## src/rtl/imem_loader_pkg.sv

```systemverilog
// Shared definitions for the instruction-memory boot loader.
// Optional macro IMEM_LOADER_CHKSUM_EN adds the trailing checksum state.
package imem_loader_pkg;

  localparam int          LEN_BYTES     = 2;
  localparam int          WORD_BYTES    = 4;
  localparam int          DEF_DEPTH     = 256;
  localparam logic [31:0] DEF_BASE_ADDR = 32'h0000_0000;

  typedef enum logic [2:0] {
    ST_IDLE   = 3'd0,
    ST_LEN_LO = 3'd1,
    ST_LEN_HI = 3'd2,
    ST_DATA   = 3'd3,
    ST_WRITE  = 3'd4,
`ifdef IMEM_LOADER_CHKSUM_EN
    ST_CHK    = 3'd5,
`endif
    ST_DONE   = 3'd6
  } state_e;

  // Byte address of word number idx relative to a word-aligned base.
  function automatic logic [31:0] word_addr(input logic [31:0] base,
                                            input logic [31:0] idx);
    return base + (idx << 2);
  endfunction

endpackage

```

## src/rtl/imem_word_packer.sv

```systemverilog
// Little-endian byte-to-word packer for the instruction-memory loader.
// Lanes 0..WORD_BYTES-2 are stored; the final byte is combined directly into
// the output word so the loader can register the write on the same edge.
module imem_word_packer
  import imem_loader_pkg::*;
(
  input  logic                    clk,
  input  logic                    rst,
  input  logic                    clr,
  input  logic                    byte_fire,
  input  logic [7:0]              byte_in,
  output logic                    word_ready,
  output logic [8*WORD_BYTES-1:0] word
);

  localparam int IDX_W  = $clog2(WORD_BYTES);
  localparam int LANE_W = 8 * (WORD_BYTES - 1);

  logic [IDX_W-1:0]  byte_idx_q, byte_idx_d;
  logic [LANE_W-1:0] lanes_q, lanes_d;

  assign word_ready = byte_fire && (byte_idx_q == IDX_W'(WORD_BYTES - 1));
  assign word       = {byte_in, lanes_q};

  // Next lane contents and byte position within the current word.
  always_comb begin
    byte_idx_d = byte_idx_q;
    lanes_d    = lanes_q;
    if (clr) begin
      byte_idx_d = '0;
      lanes_d    = '0;
    end else if (byte_fire) begin
      byte_idx_d = byte_idx_q + IDX_W'(1);
      for (int i = 0; i < WORD_BYTES - 1; i++) begin
        if (byte_idx_q == IDX_W'(i)) lanes_d[i*8 +: 8] = byte_in;
      end
    end
  end

  // Lane and index registers; reset discards any partial word.
  always_ff @(posedge clk) begin
    if (!rst) begin
      byte_idx_q <= '0;
      lanes_q    <= '0;
    end else begin
      byte_idx_q <= byte_idx_d;
      lanes_q    <= lanes_d;
    end
  end

endmodule

```

## src/rtl/imem_loader.sv

```systemverilog
// Boot-time instruction-memory loader: takes a length-prefixed byte stream,
// packs little-endian words and writes them sequentially from BASE_ADDR while
// holding the core stalled. Optional macro IMEM_LOADER_CHKSUM_EN appends an
// XOR checksum byte to the stream.
module imem_loader
  import imem_loader_pkg::*;
#(
  parameter int          DEPTH     = DEF_DEPTH,
  parameter logic [31:0] BASE_ADDR = DEF_BASE_ADDR
) (
  input  logic        clk,
  input  logic        rst,
  input  logic        start,
  input  logic [7:0]  byte_in,
  input  logic        byte_valid,
  output logic        byte_ready,
  output logic [31:0] wr_addr0,
  output logic [31:0] wr_din0,
  output logic        we0,
  output logic        core_hold,
  output logic        busy,
  output logic        done,
  output logic        err
);

  localparam int          IDX_W   = $clog2(DEPTH) + 1;
  localparam int          LEN_W   = 8 * LEN_BYTES;
  localparam logic [31:0] DEPTH_U = 32'(DEPTH);

  state_e             state_q, state_d;
  logic [LEN_W-1:0]   len_q, len_d;
  logic [IDX_W-1:0]   word_idx_q, word_idx_d;
  logic               byte_ready_q, byte_ready_d;
  logic               we0_q, we0_d;
  logic [31:0]        wr_addr0_q, wr_addr0_d;
  logic [31:0]        wr_din0_q, wr_din0_d;
  logic               core_hold_q, core_hold_d;
  logic               busy_q, busy_d;
  logic               done_q, done_d;
  logic               err_q, err_d;
`ifdef IMEM_LOADER_CHKSUM_EN
  logic [7:0]         xor_q, xor_d;
`endif

  logic               fire;
  logic               pack_clr;
  logic               word_ready;
  logic [31:0]        word;
  logic               to_tail;
  logic               to_done;

  assign fire = byte_valid && byte_ready_q;

  imem_word_packer u_packer (
    .clk        (clk),
    .rst        (rst),
    .clr        (pack_clr),
    .byte_fire  (fire && (state_q == ST_DATA)),
    .byte_in    (byte_in),
    .word_ready (word_ready),
    .word       (word)
  );

  // Next-state and registered-output logic for the load session.
  always_comb begin
    state_d     = state_q;
    len_d       = len_q;
    word_idx_d  = word_idx_q;
    we0_d       = 1'b0;
    wr_addr0_d  = wr_addr0_q;
    wr_din0_d   = wr_din0_q;
    core_hold_d = core_hold_q;
    busy_d      = busy_q;
    done_d      = done_q;
    err_d       = err_q;
    pack_clr    = 1'b0;
    to_tail     = 1'b0;
    to_done     = 1'b0;
`ifdef IMEM_LOADER_CHKSUM_EN
    xor_d       = xor_q;
`endif

    unique case (state_q)
      ST_IDLE, ST_DONE: begin
        if (start) begin
          state_d     = ST_LEN_LO;
          done_d      = 1'b0;
          err_d       = 1'b0;
          busy_d      = 1'b1;
          core_hold_d = 1'b1;
          word_idx_d  = '0;
          len_d       = '0;
          pack_clr    = 1'b1;
`ifdef IMEM_LOADER_CHKSUM_EN
          xor_d       = 8'h00;
`endif
        end
      end
      ST_LEN_LO: begin
        if (fire) begin
          len_d   = LEN_W'(byte_in);
          state_d = ST_LEN_HI;
        end
      end
      ST_LEN_HI: begin
        if (fire) begin
          len_d = {byte_in, len_q[7:0]};
          if (32'(len_d) > DEPTH_U) begin
            err_d   = 1'b1;
            to_done = 1'b1;
          end else if (len_d == '0) begin
            to_tail = 1'b1;
          end else begin
            state_d = ST_DATA;
          end
        end
      end
      ST_DATA: begin
`ifdef IMEM_LOADER_CHKSUM_EN
        if (fire) xor_d = xor_q ^ byte_in;
`endif
        if (word_ready) begin
          we0_d      = 1'b1;
          wr_addr0_d = word_addr(BASE_ADDR, 32'(word_idx_q));
          wr_din0_d  = word;
          state_d    = ST_WRITE;
        end
      end
      ST_WRITE: begin
        word_idx_d = word_idx_q + IDX_W'(1);
        if ((32'(word_idx_q) + 32'd1) == 32'(len_q)) to_tail = 1'b1;
        else                                         state_d = ST_DATA;
      end
`ifdef IMEM_LOADER_CHKSUM_EN
      ST_CHK: begin
        if (fire) begin
          if (byte_in != xor_q) err_d = 1'b1;
          to_done = 1'b1;
        end
      end
`endif
      default: state_d = ST_IDLE;
    endcase

`ifdef IMEM_LOADER_CHKSUM_EN
    if (to_tail) state_d = ST_CHK;
`else
    if (to_tail) to_done = 1'b1;
`endif

    if (to_done) begin
      state_d     = ST_DONE;
      done_d      = 1'b1;
      busy_d      = 1'b0;
      core_hold_d = 1'b0;
    end

    unique case (state_d)
      ST_LEN_LO, ST_LEN_HI, ST_DATA: byte_ready_d = 1'b1;
`ifdef IMEM_LOADER_CHKSUM_EN
      ST_CHK:                        byte_ready_d = 1'b1;
`endif
      default:                       byte_ready_d = 1'b0;
    endcase
  end

  // State and output registers; reset abandons any session in flight.
  always_ff @(posedge clk) begin
    if (!rst) begin
      state_q      <= ST_IDLE;
      len_q        <= '0;
      word_idx_q   <= '0;
      byte_ready_q <= 1'b0;
      we0_q        <= 1'b0;
      wr_addr0_q   <= '0;
      wr_din0_q    <= '0;
      core_hold_q  <= 1'b1;
      busy_q       <= 1'b0;
      done_q       <= 1'b0;
      err_q        <= 1'b0;
`ifdef IMEM_LOADER_CHKSUM_EN
      xor_q        <= 8'h00;
`endif
    end else begin
      state_q      <= state_d;
      len_q        <= len_d;
      word_idx_q   <= word_idx_d;
      byte_ready_q <= byte_ready_d;
      we0_q        <= we0_d;
      wr_addr0_q   <= wr_addr0_d;
      wr_din0_q    <= wr_din0_d;
      core_hold_q  <= core_hold_d;
      busy_q       <= busy_d;
      done_q       <= done_d;
      err_q        <= err_d;
`ifdef IMEM_LOADER_CHKSUM_EN
      xor_q        <= xor_d;
`endif
    end
  end

  assign byte_ready = byte_ready_q;
  assign we0        = we0_q;
  assign wr_addr0   = wr_addr0_q;
  assign wr_din0    = wr_din0_q;
  assign core_hold  = core_hold_q;
  assign busy       = busy_q;
  assign done       = done_q;
  assign err        = err_q;

endmodule
```

## config.mk

```make
export PLATFORM = sky130hd
export DESIGN_NAME = imem_loader
export DESIGN_NICKNAME = d
export VERILOG_FILES = /design/src/rtl/imem_loader_pkg.sv /design/src/rtl/imem_word_packer.sv /design/src/rtl/imem_loader.sv
export SDC_FILE = /design/constraint.sdc
export NUM_CORES = 1
export LEC_CHECK = 0
export BUFFER_PORTS_ARGS = -buffer_cell sky130_fd_sc_hd__buf_2
export CAP_MARGIN = 20
export CORE_UTILIZATION = 55
export DETAILED_ROUTE_END_ITERATION = 10
export PLACE_DENSITY = 0.9
export SYNTH_ARGS = -nofsm -noshare
export SYNTH_HDL_FRONTEND = slang
export SYNTH_SLANG_ARGS = --single-unit
```

## constraint.sdc

```tcl
create_clock -name clk -period 3.9 [get_ports clk]
set_input_delay 0.585 -clock clk [delete_from_list [all_inputs] [get_ports clk]]
set_output_delay 0.585 -clock clk [all_outputs]
set_load 0.1 [all_outputs]
```

# After elaboration in Yosys (flattened, before gate mapping)
# Cells that the tools add are included.
dict set report totals {
  output_inout_bits 70
  input_bits 12
  ff_bits 101
  wordCells 102
}
dict set report op_classes {
  order_cmp 1
  reduce_logical 27
  bitwise 2
  add_sub_neg 3
  mux 37
  n_eq_ne 16
}
# op n
set ops {}
lappend ops {{$mux W16} 3}
lappend ops {{$pmux W16 S3} 1}
lappend ops {{$mux W3} 8}
lappend ops {{$mux W1} 20}
lappend ops {{$pmux W9 S2} 1}
lappend ops {{$eq A10 B16 Y1} 1}
lappend ops {{$gt A16 B9 Y1 const B} 1}
lappend ops {{$logic_not A16 Y1} 1}
lappend ops {{$reduce_and A2 Y1} 8}
lappend ops {{$pmux W3 S5} 1}
lappend ops {{$eq A3 B2 Y1 const B} 4}
lappend ops {{$reduce_and A4 Y1} 3}
lappend ops {{$add A9 B1 Y10 const B} 1}
lappend ops {{$reduce_bool A2 Y1} 5}
lappend ops {{$add A9 B1 Y9 const B} 1}
lappend ops {{$mux W9} 1}
lappend ops {{$ne A2 B2 Y1 const B} 4}
lappend ops {{$eq A3 B1 Y1 const B} 2}
lappend ops {{$eq A3 B3 Y1 const B} 2}
lappend ops {{$reduce_or A2 Y1} 3}
lappend ops {{$eq A2 B2 Y1 const B} 2}
lappend ops {{$pmux W1 S2} 2}
lappend ops {{$logic_and A1 B1 Y1} 3}
lappend ops {{$logic_not A3 Y1} 1}
lappend ops {{other kinds (6)} 7}

# Longest topological paths before layout
dict set report depth {
  depth_word 10
  ltp_mapped 7
  depth_no_buf 6
}

# By module
# From an unflattened synthesis, not the netlist that was laid out.
dict set report hier_totals {
  cells_unflattened 578
  hier_area_um2 5106.1
}
# mod cells_per_inst area_each_um2 n_inst seq_area_each_um2
set by_module_without_submodules {}
lappend by_module_without_submodules {imem_loader 445 3698.5 1 1501.4}
lappend by_module_without_submodules {imem_word_packer 133 1407.6 1 520.5}

# Worst setup path before layout
# Ideal clock, no wire load.
dict set report synth_timing {
  path_kind {reg2reg}
  start {reg byte_ready_q (netlist: byte_ready)}
  end {reg len_q[14]}
  arrival_time_ns 2.146
  required_time_ns 3.830
  n_path_buf 1
  stages_incl_launch_ff 7
  setup_slack_ns 1.683
  setup_ns 0.070
  period_less_slack_ns 2.217
  path_cell_list {dfxtp_1 nand3b_1 and3_1 o31a_1 buf_6 nand3b_1 a21oi_1}
}
dict set report synth_between {
  elab_chain_len 3
  word_cells_on_any_way 4
  cone_classes {eq/ne (2); reduce/logical (2)}
}
# element line
set synth_lines {}
lappend synth_lines {{from (decl)} imem_loader.sv:33} ;# logic byte_ready_q, byte_ready_d;
lappend synth_lines {{from (signal assigned)} imem_loader.sv:188} ;# byte_ready_q <= byte_ready_d;
lappend synth_lines {{$logic_and A1 B1 Y1 *} imem_loader.sv:52} ;# assign fire = byte_valid && byte_ready_q;
lappend synth_lines {{$ne A2 B2 Y1 (no line)} -}
lappend synth_lines {{$reduce_and A4 Y1 (no line) *} -}
lappend synth_lines {{to (signal assigned)} imem_loader.sv:186} ;# len_q <= len_d;
lappend synth_lines {{to (decl)} imem_loader.sv:31} ;# logic [LEN_W-1:0] len_q, len_d;
# Every way passes the cells marked *; elsewhere a longest branch is shown, timed or not.
# A chain may end at the register's enable or synchronous reset.

# Final worst setup path
dict set report layout_timing {
  start {reg state_q[2]}
  end {reg state_q[0]}
}
dict set report layout_between {
  elab_chain_len 6
  word_cells_on_any_way 15
  cone_classes {eq/ne (5); mux (6); reduce/logical (4)}
}
# element line
set layout_lines {}
lappend layout_lines {{from (decl)} imem_loader.sv:30} ;# state_e state_q, state_d;
lappend layout_lines {{from (signal assigned)} imem_loader.sv:185} ;# state_q <= state_d;
lappend layout_lines {{$eq A3 B2 Y1} {imem_loader.sv:58, imem_loader.sv:83}}
lappend layout_lines {{$logic_and A1 B1 Y1} imem_loader.sv:58} ;# .byte_fire (fire && (state_q == ST_DATA)),
lappend layout_lines {{$logic_and A1 B1 Y1} imem_word_packer.sv:22} ;# assign word_ready = byte_fire && (byte_idx_q == IDX_W'(WORD_BYTES - 1));
lappend layout_lines {{$mux W3} imem_loader.sv:122} ;# if (word_ready) begin
lappend layout_lines {{$pmux W3 S5} imem_loader.sv:83} ;# unique case (state_q)
lappend layout_lines {{$mux W3 *} imem_loader.sv:151} ;# if (to_done) begin
# Marked as above.

==> key figures <==
Power and ir drop
  • LEAKAGE: 1.905 nW
  • Max VDD drop: 223.2 uV
  • Power Density: around 430 nW/um^2

Timing
  • Final setup viols: 0
  • Tcrit/Tclk final: 60.73%
  • Final hold violations: 0
  • Sum Neg Setup Slack: 0 ns
  • Fin. max-slew vios: 0
  • Tmin final: between 2 and 2.5 ns
  • Rel. slew slack: between 40% and 50%
  • Fmax: between 400 and 500 MHz
  • RSZ-0062 raised after global routing: false
  • Actual slew at the worst max-slew pin: a little under 0.9 ns
  • Clock skew: ~0.008 ns

Final layout
  • Synth-to-layout area growth: 8.465%
  • Final instance area: ~5000 um^2
  • Layout cells sized above 1: 14.45%
  • N_diodes: 0
  • Most common cell after layout, fill and taps aside: nand2_1
  • Commonest cells after routing, fill and taps aside: nand2_1, dfxtp_1, a21oi_1
  • # nets final: roughly 630

Drt
  • Routed WL: 10410 um
  • DR DRC count: 0
  • Vias: 4091
  • Routed WL per cell: between 10 and 15 um
  • DRT iter0 DRCs: between 300 and 400
  • ANT nets after route: 0
  • Drt via density: about 5.7
  • Drt first pass iters: 5

Worst setup path
  • Critical path's slowest cell: dfxtp_1
  • WP data arrival: 2.57 ns
  • Top delay family on crit path: simple AND/OR/NAND/NOR gates
  • Critical Path Max Stage Delay: roughly 0.66 ns
  • Crit start category: flop
  • Worst setup EP type: flop
  • Critical path startpoint: state_q[2]
  • Worst r2r path cells: 5
  • CP Buf/Inv Count: 0
  • Cell Chain, Critical Path: nor3b_4 > nand4_1 > or3_1 > nor4_4 > a21oi_1
  • Largest fanout on the critical path: 14
  • R2R Path Start: state_q[2]
  • Crit path kind: reg2reg
  • Reg2reg setup slack: between 1.5 and 2 ns
  • Reg2reg end: state_q[0]
  • Req. time, crit path: 4.10 ns

Synthesis
  • Post-synth ARST share: 0%
  • Post-synth top area cell: dfxtp_1
  • Synth area leaders: dfxtp_1, nand2_1, a21oi_1, buf_4, nand3_1
  • Flops & latches, synth: between 100 and 150
  • Register area share after synthesis: between 40% and 50%
  • Commonest register cell after synthesis: dfxtp_1
  • Mapped Avg Cell Area: between 8 and 9 um^2
  • Gate Count Post-Synth: 580
  • Post-synth top area share: approximately 43%
  • Post-synth EDFFs: 0
  • Synthesized cell area: about 4700 um^2
  • YS warnings: 0
  • Distinct cells, synth: between 50 and 60

CTS
  • Post-CTS Hold Fix Bufs: 0
  • Clock tree root buffer cell: clkbuf_8
  • Postcts setup bufs: 0
  • TritonCTS Buffers: 9
  • Worst-Skew Late Latency: around 0.37 ns
  • Max Root-Sink Buffers: 2
  • CTS sink count: 101
  • Clock-pin slew on the worst setup and hold paths: about 0.1 ns
  • Post-CTS sizing: 0
  • CTS H-tree depth: 3
  • CTS tree: built

Run status
  • Outcome: complete, no violations

Die
  • Full die area: approximately 8800 um^2
  • I/O pins: 82
  • FP Rows: 33
  • Die H: ~94 um
  • Initial Util: 56.66%
  • Core region area: a little over 8000 um^2
  • Floorplan die width: roughly 94 um

Place
  • Placer Congestion: between 0.8 and 0.9
  • HPWL Detailed: approximately 7100 um
  • IO Port Bufs: between 50 and 60
  • DP Area: roughly 4800 um^2

Worst hold path
  • Type of the worst min-delay path: reg2reg
  • Hold_sp: wr_din0[19]
  • Hold Path Sink: wr_din0[19]
  • Min-Delay Path Depth: 2

Global route
  • Gr ovfl total: 0
  • Vias in the first global route: roughly 3700
  • GRT Overall Usage: between 20% and 30%
  • First-pass GRT wire length: roughly 17000 um
  • Initial antenna violation count: 0
  • Largest net degree at the start of global routing: between 40 and 50

Flow run
  • Max Cap Viol: 0
-- worst register-to-register path, stage by stage, from the launching register on --
cell and delay, ns:
dfxtp_1 0.66, nor3b_4 0.49, nand4_1 0.18, or3_1 0.38
nor4_4 0.31, a21oi_1 0.18
-- synthesized netlist by cell type (2+ instances only) --
library cell and instances:
xor2_1 4, nor3_1 7, a31o_1 2, nor4_1 3
buf_4 26, xnor2_1 8, mux2i_1 10, o21ai_0 10
and2_1 7, or4_4 2, o31a_1 2, a21oi_1 91
nand2b_1 2, nor2_1 23, or3_1 4, ha_1 5
a22oi_1 2, inv_1 5, nand3b_1 13, o311ai_1 2
buf_2 8, nand3_1 33, clkbuf_1 25, nor2b_1 4
nand2_1 128, nor3b_1 2, a31oi_1 3, and3_1 15
o21a_1 4, buf_6 2, o22ai_1 2, nand4_1 4
dfxtp_1 101
-- through the flow --
step / util, % / instances / hold slack [ns] / total power, mW / setup WS (ns)
2_1_floorplan: - / 602 / 0.4316 / 1.432 / 1.683
3_3_place_gp: 58.78 / 706 / 0.4394 / 1.453 / 1.703
3_5_place_dp: 58.78 / 706 / 0.4427 / 1.466 / 1.627
4_1_cts: 61.46 / 721 / 0.4571 / 2.189 / 1.600
5_1_grt: 61.46 / 721 / 0.4728 / 2.257 / 1.390
6_report: 61.46 / 721 / 0.4550 / 2.186 / 1.531
-- sequential cells by signal, summed over array words and instances, names as in the netlist, 2 cells and up --
register             count
len_q                   16
state_q                  3
u_packer.byte_idx_q      2
u_packer.lanes_q        24
word_idx_q               9
wr_addr0                 9
wr_din0                 32
-- cell type report --
cell class / count / area, um^2
clock buffer: 9 / 123.9
clock inverter: 6 / 96.34
fill: 692 / 3167
inverter: 6 / 22.52
multi-input combinational: 432 / 2333
sequential: 101 / 2022
tap: 105 / 131.4
timing repair buffer: 62 / 320.3
-- worst max-delay path by stage --
| stage | end | slack [ns] | cells after the start |
|---|---|---|---|
| after global routing | u_packer.lanes_q[17] | 1.39 | 5 |
| after detailed placement | state_q[0] | 1.63 | 6 |
| after CTS | state_q[0] | 1.60 | 6 |
| after global placement | state_q[0] | 1.70 | 6 |
| final | state_q[0] | 1.53 | 5 |
| after floorplan | len_q[14] | 1.68 | 6 |
-- cells by family after synthesis --
| logic type | count (synthesis) | synth area share, % |
|---|---|---|
| buffers and inverters | 69 | 8.223 |
| other | 1 | 0.08055 |
| flip-flops | 101 | 43.43 |
| AND/OR/NAND/NOR | 254 | 26.31 |
| AO/OA/AOI/OAI | 128 | 16.21 |
| multiplexers | 10 | 2.150 |
| XOR/XNOR | 12 | 2.257 |
| adder cells (fa/ha/maj) | 5 | 1.344 |
-- layer usage --
layer  part of all wire, %  up-vias  GRT usage (%)
li1                      -     1995              -
met1                    42     1938          28.77
met2                    50      132          42.15
met3                   5.7       26          5.825
met4                   2.1        0          9.615
met5                     0        -              0
-- report_power, final --
group	switching (mW)	internal, mW	total (mW)
registers	0.0354	1.05	1.08
logic	0.276	0.0876	0.363
clock network	0.372	0.366	0.738
(Power assumes the default switching activity.)
